[src/rtl/mc_pkg.sv]
// Shared types and encodings for the multi-cycle MIPS control unit.
// Holds the state enum, datapath select encodings, opcode/funct values and decode classes.
package mc_pkg;

  typedef enum logic [2:0] {
    S_FETCH  = 3'd0,
    S_DECODE = 3'd1,
    S_EXEC   = 3'd2,
    S_MEM    = 3'd3,
    S_WB     = 3'd4
  } state_t;

  // ALU op codes (zero-extended to ALUOP_W at the top)
  localparam logic [2:0] ALU_ADD  = 3'b000;
  localparam logic [2:0] ALU_SUB  = 3'b001;
  localparam logic [2:0] ALU_OR   = 3'b010;
  localparam logic [2:0] ALU_SLT  = 3'b011;
  localparam logic [2:0] ALU_ADDV = 3'b100;
  localparam logic [2:0] ALU_SGN  = 3'b101;
  localparam logic [2:0] ALU_ZERO = 3'b111;

  localparam logic [1:0] PC_PLUS4  = 2'd0;
  localparam logic [1:0] PC_BRANCH = 2'd1;
  localparam logic [1:0] PC_JUMP   = 2'd2;
  localparam logic [1:0] PC_RS     = 2'd3;

  localparam logic [1:0] RD_RT  = 2'd0;
  localparam logic [1:0] RD_RD  = 2'd1;
  localparam logic [1:0] RD_RA  = 2'd2;
  localparam logic [1:0] RD_R30 = 2'd3;

  localparam logic [1:0] WB_ALU = 2'd0;
  localparam logic [1:0] WB_MDR = 2'd1;
  localparam logic [1:0] WB_PC4 = 2'd2;
  localparam logic [1:0] WB_ONE = 2'd3;

  localparam logic [1:0] EXT_ZERO = 2'b00;
  localparam logic [1:0] EXT_SIGN = 2'b01;
  localparam logic [1:0] EXT_LUI  = 2'b10;

  localparam logic [5:0] OP_RTYPE  = 6'b000000;
  localparam logic [5:0] OP_BGEZAL = 6'b000001;
  localparam logic [5:0] OP_J      = 6'b000010;
  localparam logic [5:0] OP_JAL    = 6'b000011;
  localparam logic [5:0] OP_BEQ    = 6'b000100;
  localparam logic [5:0] OP_ADDI   = 6'b001000;
  localparam logic [5:0] OP_ADDIU  = 6'b001001;
  localparam logic [5:0] OP_ORI    = 6'b001101;
  localparam logic [5:0] OP_LUI    = 6'b001111;
  localparam logic [5:0] OP_LW     = 6'b100011;
  localparam logic [5:0] OP_SW     = 6'b101011;

  localparam logic [5:0] FN_JR   = 6'b001000;
  localparam logic [5:0] FN_ADDU = 6'b100001;
  localparam logic [5:0] FN_SUBU = 6'b100011;
  localparam logic [5:0] FN_SLT  = 6'b101010;

  // Bit positions in the instruction-class one-hot
  localparam int C_ADDU   = 0;
  localparam int C_SUBU   = 1;
  localparam int C_SLT    = 2;
  localparam int C_JR     = 3;
  localparam int C_ORI    = 4;
  localparam int C_LW     = 5;
  localparam int C_SW     = 6;
  localparam int C_BEQ    = 7;
  localparam int C_LUI    = 8;
  localparam int C_J      = 9;
  localparam int C_ADDI   = 10;
  localparam int C_ADDIU  = 11;
  localparam int C_JAL    = 12;
  localparam int C_BGEZAL = 13;
  localparam int CLS_N    = 14;

  typedef logic [CLS_N-1:0] cls_t;

endpackage

[src/rtl/mc_controller_if.sv]
// Shared instruction/data memory port handshake: the controller raises mem_req
// (with iord/mem_we) and holds it until the memory answers with mem_ready.
interface mc_controller_if;
  logic mem_req;
  logic mem_we;
  logic iord;
  logic mem_ready;

  modport master (output mem_req, output mem_we, output iord, input mem_ready);
  modport slave  (input mem_req, input mem_we, input iord, output mem_ready);
endinterface

[src/rtl/mc_decode.sv]
// Combinational instruction classifier: opcode/funct to a class one-hot plus legal flag.
module mc_decode
  import mc_pkg::*;
(
  input  logic [5:0] opcode,
  input  logic [5:0] funct,
  output cls_t       cls,
  output logic       legal
);

  always_comb begin
    cls = '0;
    case (opcode)
      OP_RTYPE: begin
        case (funct)
          FN_ADDU: cls[C_ADDU] = 1'b1;
          FN_SUBU: cls[C_SUBU] = 1'b1;
          FN_SLT:  cls[C_SLT]  = 1'b1;
          FN_JR:   cls[C_JR]   = 1'b1;
          default: ;
        endcase
      end
      OP_BGEZAL: cls[C_BGEZAL] = 1'b1;
      OP_J:      cls[C_J]      = 1'b1;
      OP_JAL:    cls[C_JAL]    = 1'b1;
      OP_BEQ:    cls[C_BEQ]    = 1'b1;
      OP_ADDI:   cls[C_ADDI]   = 1'b1;
      OP_ADDIU:  cls[C_ADDIU]  = 1'b1;
      OP_ORI:    cls[C_ORI]    = 1'b1;
      OP_LUI:    cls[C_LUI]    = 1'b1;
      OP_LW:     cls[C_LW]     = 1'b1;
      OP_SW:     cls[C_SW]     = 1'b1;
      default: ;
    endcase
  end

  assign legal = |cls;

endmodule

[src/rtl/mc_controller.sv]
// Multi-cycle MIPS control FSM (FETCH/DECODE/EXEC/MEM/WB) driving datapath enables and selects.
// Optional MC_OVF_GPR30_EN: addi traps signed overflow by writing 1 to $30 instead of rt.
module mc_controller
  import mc_pkg::*;
#(
  parameter int ALUOP_W = 3
) (
  input  logic               clk,
  input  logic               rst_n,
  input  logic [5:0]         opcode,
  input  logic [5:0]         funct,
  input  logic               zero,
  input  logic               sign,
  input  logic               overflow,
  mc_controller_if.master    mem_bus,
  output logic               ir_we,
  output logic               pc_we,
  output logic [1:0]         pc_src,
  output logic               reg_we,
  output logic [1:0]         reg_dst,
  output logic [1:0]         wb_sel,
  output logic               alu_src_b,
  output logic [1:0]         ext_op,
  output logic [ALUOP_W-1:0] alu_op,
  output logic               illegal,
  output logic [2:0]         state
);

  state_t state_q;
  cls_t   cls;
  logic   legal;

  mc_decode u_decode (
    .opcode (opcode),
    .funct  (funct),
    .cls    (cls),
    .legal  (legal)
  );

  logic is_rtype;
  assign is_rtype = cls[C_ADDU] | cls[C_SUBU] | cls[C_SLT];

`ifdef MC_OVF_GPR30_EN
  logic ovf_q;
`else
  logic unused_overflow;
  assign unused_overflow = overflow;
`endif

  always_ff @(posedge clk or negedge rst_n) begin
    if (!rst_n) begin
      state_q <= S_FETCH;
`ifdef MC_OVF_GPR30_EN
      ovf_q   <= 1'b0;
`endif
    end else begin
      case (state_q)
        S_FETCH: begin
`ifdef MC_OVF_GPR30_EN
          ovf_q <= 1'b0;
`endif
          if (mem_bus.mem_ready) state_q <= S_DECODE;
        end
        S_DECODE: begin
          if (!legal || cls[C_J] || cls[C_JAL] || cls[C_JR]) state_q <= S_FETCH;
          else                                                  state_q <= S_EXEC;
        end
        S_EXEC: begin
`ifdef MC_OVF_GPR30_EN
          ovf_q <= overflow & cls[C_ADDI];
`endif
          if (cls[C_LW] || cls[C_SW])          state_q <= S_MEM;
          else if (cls[C_BEQ] || cls[C_BGEZAL]) state_q <= S_FETCH;
          else                                  state_q <= S_WB;
        end
        S_MEM: begin
          if (mem_bus.mem_ready) state_q <= cls[C_SW] ? S_FETCH : S_WB;
        end
        S_WB:    state_q <= S_FETCH;
        default: state_q <= S_FETCH;
      endcase
    end
  end

  logic       c_mem_req, c_mem_we, c_iord, c_ir_we, c_pc_we, c_reg_we;
  logic       c_alu_src_b, c_illegal;
  logic [1:0] c_pc_src, c_reg_dst, c_wb_sel, c_ext_op;
  logic [2:0] c_alu_op;

  always_comb begin
    c_mem_req   = 1'b0;
    c_mem_we    = 1'b0;
    c_iord      = 1'b0;
    c_ir_we     = 1'b0;
    c_pc_we     = 1'b0;
    c_pc_src    = PC_PLUS4;
    c_reg_we    = 1'b0;
    c_reg_dst   = RD_RT;
    c_wb_sel    = WB_ALU;
    c_alu_src_b = 1'b0;
    c_ext_op    = EXT_ZERO;
    c_alu_op    = ALU_ADD;
    c_illegal   = 1'b0;
    case (state_q)
      S_FETCH: begin
        c_mem_req = 1'b1;
        c_ir_we   = mem_bus.mem_ready;
        c_pc_we   = mem_bus.mem_ready;
      end
      S_DECODE: begin
        c_illegal = ~legal;
        if (cls[C_J] || cls[C_JAL]) begin
          c_pc_we  = 1'b1;
          c_pc_src = PC_JUMP;
        end
        if (cls[C_JAL]) begin
          c_reg_we  = 1'b1;
          c_reg_dst = RD_RA;
          c_wb_sel  = WB_PC4;
        end
        if (cls[C_JR]) begin
          c_pc_we  = 1'b1;
          c_pc_src = PC_RS;
        end
      end
      S_EXEC: begin
        if (cls[C_SUBU] || cls[C_BEQ]) c_alu_op = ALU_SUB;
        if (cls[C_SLT])                c_alu_op = ALU_SLT;
        if (cls[C_ORI])                c_alu_op = ALU_OR;
        if (cls[C_BGEZAL])             c_alu_op = ALU_SGN;
`ifdef MC_OVF_GPR30_EN
        if (cls[C_ADDI])               c_alu_op = ALU_ADDV;
`endif
        c_alu_src_b = cls[C_ORI] | cls[C_LW] | cls[C_SW] | cls[C_LUI] |
                      cls[C_ADDI] | cls[C_ADDIU];
        if (cls[C_LW] || cls[C_SW] || cls[C_ADDI] || cls[C_ADDIU]) c_ext_op = EXT_SIGN;
        if (cls[C_LUI])                                             c_ext_op = EXT_LUI;
        // Branch controls only assert when the branch is actually taken
        if (cls[C_BEQ] && zero) begin
          c_pc_we  = 1'b1;
          c_pc_src = PC_BRANCH;
        end
        if (cls[C_BGEZAL] && !sign) begin
          c_pc_we   = 1'b1;
          c_pc_src  = PC_BRANCH;
          c_reg_we  = 1'b1;
          c_reg_dst = RD_RA;
          c_wb_sel  = WB_PC4;
        end
      end
      S_MEM: begin
        c_mem_req = 1'b1;
        c_iord    = 1'b1;
        c_mem_we  = cls[C_SW];
      end
      S_WB: begin
        c_reg_we  = 1'b1;
        c_reg_dst = is_rtype ? RD_RD : RD_RT;
        c_wb_sel  = cls[C_LW] ? WB_MDR : WB_ALU;
`ifdef MC_OVF_GPR30_EN
        if (ovf_q) begin
          c_reg_dst = RD_R30;
          c_wb_sel  = WB_ONE;
        end
`endif
      end
      default: ;
    endcase
  end

  // Outputs are forced to zero for as long as reset is held
  assign mem_bus.mem_req = rst_n & c_mem_req;
  assign mem_bus.mem_we  = rst_n & c_mem_we;
  assign mem_bus.iord    = rst_n & c_iord;
  assign ir_we     = rst_n & c_ir_we;
  assign pc_we     = rst_n & c_pc_we;
  assign pc_src    = rst_n ? c_pc_src  : 2'd0;
  assign reg_we    = rst_n & c_reg_we;
  assign reg_dst   = rst_n ? c_reg_dst : 2'd0;
  assign wb_sel    = rst_n ? c_wb_sel  : 2'd0;
  assign alu_src_b = rst_n & c_alu_src_b;
  assign ext_op    = rst_n ? c_ext_op  : 2'd0;
  assign alu_op    = rst_n ? ALUOP_W'(c_alu_op) : '0;
  assign illegal   = rst_n & c_illegal;
  assign state     = rst_n ? state_q : S_FETCH;

endmodule

[src/flat_wrapper.sv]
// flat-port wrapper written by rule: the top's interface ports become plain ports
module mc_controller_flat import mc_pkg::*;
#(
  parameter int ALUOP_W = 3
)
  (clk, rst_n, opcode, funct, zero, sign, overflow, ir_we, pc_we, pc_src, reg_we, reg_dst, wb_sel, alu_src_b, ext_op, alu_op, illegal, state, mem_bus_mem_req, mem_bus_mem_we, mem_bus_iord, mem_bus_mem_ready);
  mc_controller_if mem_bus_i ();
  input  logic clk;
  input  logic rst_n;
  input  logic [5:0] opcode;
  input  logic [5:0] funct;
  input  logic zero;
  input  logic sign;
  input  logic overflow;
  output logic ir_we;
  output logic pc_we;
  output logic [1:0] pc_src;
  output logic reg_we;
  output logic [1:0] reg_dst;
  output logic [1:0] wb_sel;
  output logic alu_src_b;
  output logic [1:0] ext_op;
  output logic [ALUOP_W-1:0] alu_op;
  output logic illegal;
  output logic [2:0] state;
  output wire logic [$bits(mem_bus_i.mem_req)-1:0] mem_bus_mem_req;
  output wire logic [$bits(mem_bus_i.mem_we)-1:0] mem_bus_mem_we;
  output wire logic [$bits(mem_bus_i.iord)-1:0] mem_bus_iord;
  input wire logic [$bits(mem_bus_i.mem_ready)-1:0] mem_bus_mem_ready;
  assign mem_bus_mem_req = mem_bus_i.mem_req;
  assign mem_bus_mem_we = mem_bus_i.mem_we;
  assign mem_bus_iord = mem_bus_i.iord;
  assign mem_bus_i.mem_ready = mem_bus_mem_ready;
  mc_controller #(.ALUOP_W(ALUOP_W)) u_core (.clk(clk), .rst_n(rst_n), .opcode(opcode), .funct(funct), .zero(zero), .sign(sign), .overflow(overflow), .mem_bus(mem_bus_i), .ir_we(ir_we), .pc_we(pc_we), .pc_src(pc_src), .reg_we(reg_we), .reg_dst(reg_dst), .wb_sel(wb_sel), .alu_src_b(alu_src_b), .ext_op(ext_op), .alu_op(alu_op), .illegal(illegal), .state(state));
endmodule
[config.mk]
export PLATFORM = sky130hd
export DESIGN_NAME = mc_controller_flat
export DESIGN_NICKNAME = d
export VERILOG_FILES = /design/src/rtl/mc_pkg.sv /design/src/rtl/mc_controller_if.sv /design/src/rtl/mc_decode.sv /design/src/rtl/mc_controller.sv /design/src/flat_wrapper.sv
export SDC_FILE = /design/constraint.sdc
export NUM_CORES = 1
export LEC_CHECK = 0
export CAP_MARGIN = 20
export CORE_MARGIN = 1.5
export CORE_UTILIZATION = 36
export CTS_CLUSTER_SIZE = 12
export DETAILED_ROUTE_END_ITERATION = 6
export DONT_BUFFER_PORTS = 1
export SYNTH_ARGS = -nofsm -noshare
export SYNTH_HDL_FRONTEND = slang
export SYNTH_SLANG_ARGS = --single-unit
[constraint.sdc]
create_clock -name clk -period 1.6 [get_ports clk]
set_clock_uncertainty 0.2 [all_clocks]
set_input_delay 0.24 -clock clk [delete_from_list [all_inputs] [get_ports clk]]
set_output_delay 0.24 -clock clk [all_outputs]
set_load 0.02 [all_outputs]
==> summary.md <==
| Metric | Value |
|---|---|
| Outcome | finished, violations left |
| Violated checks | setup timing |
| Maximum buffer depth of the clock tree | 2 |
| Peak supply drop | around 0.30 mV |
| Util after Layout | about 83% |
| Leading cell types in the layout, fill and taps excluded | buf_4, buf_6, nor3_4 |
| Starting density of the core | a little under two fifths |
| Cell type group with the largest total delay on the critical path | flip-flops |
| Number of library cell types mapped by synthesis | 43 |
| CTS tree | yes |
| Start-to-end type of the worst setup path | reg -> out |
| Detailed-route via count | 936 |
| Num ports | 40 |
| WP data required | 1160 ps |
| Endpoint class of the critical path | primary output |
| Clk pwr share | roughly a quarter |
| Synthesized netlist cell count | 96 |
| Actual slew at the worst max-slew pin | 343 ps |
| TritonRoute pass-1 iters | 4 |
| Via count of the first global-routing pass | 898 |
| Switching fraction of total power | 39.1% |
| Final Critical Period | 1970 ps |
| Number of nets with antenna violations after detailed routing | 0 |
| Library cell with the largest summed area after synthesis | dfrtp_1 |
| Cell-internal power | 364 uW |
| Via-per-instance ratio | 5.71 |
| CP max stage cell | dfrtp_2 |
| Detailed placer's ending HPWL | 1740 um |
| Global-route wire length before repair | 4130 um |
| Clock sink total | 3 |
| Switching component of the power | 234 uW |
| Unrepaired setup endpoints after global routing | true |
| Total power | 598 uW |
| H-Tree Depth | 1 |
| All-layer global routing usage | 28.8% |
| Maximum number of pins on one net before global-route repair | 10 |
| Relative area change from synthesis to final layout | 121% |
| Classification of the worst-slack hold path | in -> reg |
| Worst Setup Slack, final | -369 ps |
| Mean Syn Cell Area | 6.69 um^2 |
| Routed wire length | around 2800 um |
| Maximum fanout along the worst path | 5 |
| Register containing the most flip-flops in the final layout | u_core.state_q |
| Top cells by area in the synthesized netlist | dfrtp_1, nand2_1, nor2_1 |
| Sequential fraction of design power | 17.0% |
| Sequential cell area fraction in the yosys report | 11.7% |
| Die area | about 2000 um^2 |
| Share of layout cells above drive strength 1 | 66.9% |
| Worst setup slack before clock tree synthesis | -270 ps |
| Share of total power in combinational logic | 59.0% |
| Final instance area | between 1000 and 1500 um^2 |
| DRC violation count after routing | 0 |
| Floorplan die height | ~45 um |
| Critical path launch point type | flop |
| Gpl congestion | 0.749 |
| Leakage power total | 0.000591 uW |
| Cell Pwr Density | 422 nW/um^2 |
| # fillers | 94 |
| Cells along the critical path | buf_6 -> nor4b_4 -> o21bai_4 -> nor3_4 -> buf_12 |
| Fin crit share | 123% |
| Clock-pin slew on the worst setup and hold paths | 40 ps |
| Number of violations of the max-capacitance limit | 0 |
| Number of antenna violations at the first check in global routing | 0 |
| Core area | about 1700 um^2 |
| N_diodes | 0 |
| Per-cell routed wire length | around 17 um |
| Hold Vio Cnt, Final | 0 |
| Proportion of netlist area held by the largest area contributor | 11.7% |
| Number of warning messages in the yosys log | 0 |
| Highest clock rate | 508 MHz |
| Count of state elements after synthesis | 3 |
| Setup-failing EPs final | 20 |
| Starting DRC count in detailed routing | 33 |
| Mapped Nets | 114 |
| Number of nets in the layout | 158 |
| Largest regs | u_core.state_q x3 |
| Clock root buffer master | clkbuf_4 |
| Clock buffer count from CTS | 3 |
| Number of rows created at floorplan | 15 |
| Instance area after placement | 1100 um^2 |
| Netlist Area Pre-Place | around 640 um^2 |
| Count of final max-slew check failures | 0 |
| Max FFs per register | 3 |
| Headroom to the max-slew limit | 76.9% |
| Slowest cell delay on critical path | 450 ps |
| Arrival time of the worst setup path | 1530 ps |
| Clk Latency, worst-skew pair | ~250 ps |
| Number of buffers added on ports | 0 |
| Most common library cell in the layout ignoring fill and taps | buf_4 |
| Worst path bufs/invs | 2 |
| Die width | 45.2 um |
| Remaining Overflow, GRT | 0 |
==> cell type report <==
cell class / count / area (um^2) / area share, %
Tap cell: 25 / 31.3 / 2.21
Clock buffer: 4 / 26.3 / 1.85
Inverter: 7 / 28.8 / 2.03
Multi-Input combinational cell: 81 / 840 / 59.2
Sequential cell: 3 / 77.6 / 5.47
Timing Repair Buffer: 44 / 414 / 29.2
==> per-stage QoR <==
stage | cells | TNS (ps) | hold WS, ps
final | 164 | -5310 | 38.6
after global routing | 164 | -6020 | 44.6
after CTS | 163 | -4390 | 34.3
after detailed placement | 150 | -2750 | -255
after global placement | 150 | -2540 | -255
after floorplan | 96 | -1900 | -256
==> what timing repair did <==
item | in CTS | in global routing
resized for setup | 33 | 20
cloned | 0 | 0
endpoints found under the hold margin | 5 | 0
setup endpoints to repair | 20 | 20
setup buffers | 6 | 3
hold buffers | 3 | 0
pin swaps | 24 | 12
==> logic make-up (layout without fill, tap and decap cells) <==
logic type / count (synthesis) / after routing / share of synthesized area, %
buffers and inverters: 12 / 55 / 8.58
muxes: 1 / 1 / 1.75
xor gates and xnor gates: 2 / 2 / 2.73
DFF: 3 / 3 / 11.7
and+or+nand+nor: 60 / 60 / 54.8
AOI/OAI and AO/OA: 18 / 18 / 20.5
==> layer usage <==
layer	wire length (um)	vias to the layer above	GRT usage, %
met4	58	0	12.9
met5	0	-	0
li1	-	439	-
met2	1560	43	52.0
met1	1040	448	33.0
met3	168	6	4.40
==> synthesized netlist by cell type (all sizes together) <==
master / n
a41o: 1
a21boi: 1
nor4b: 2
inv: 7
a31oi: 2
nor2: 12
nand2: 11
buf: 3
a211o: 1
a21oi: 2
clkbuf: 2
o21bai: 1
and3: 1
o21a: 1
nor2b: 3
dfrtp: 3
nor4: 3
mux2: 1
xor2: 1
and2b: 1
and2: 4
nor3: 9
o21ai: 5
nand2b: 2
a31o: 1
nand4: 3
or4b: 1
or3: 1
o32ai: 1
a2111oi: 1
nand3: 7
a32oi: 1
xnor2: 1
==> power by group through the flow <==
stage	Combinational, uW	Clock [uW]	Sequential (uW)
CTS	307	144	99.8
detailed placement	227	0	99.8
floorplan	155	0	90.1
global route	372	149	102
finish	352	144	101
global placement	223	0	100
==> worst paths after layout <==
check	from	end	slack, ps	cells past startpoint
setup / recovery	u_core.state_q[1]$_DFFE_PN0P_	reg_dst[1]	-370	5
hold / removal	opcode[4]	u_core.state_q[0]$_DFFE_PN0P_	40	2
setup reg to reg	u_core.state_q[0]$_DFFE_PN0P_	u_core.state_q[1]$_DFFE_PN0P_	40	5
hold reg to reg	u_core.state_q[2]$_DFFE_PN0P_	u_core.state_q[0]$_DFFE_PN0P_	480	4
max in group asynchronous	rst_n	u_core.state_q[1]$_DFFE_PN0P_	990	1
min in group asynchronous	rst_n	u_core.state_q[0]$_DFFE_PN0P_	50	1
Note: power is estimated with default switching activity, not from simulation.
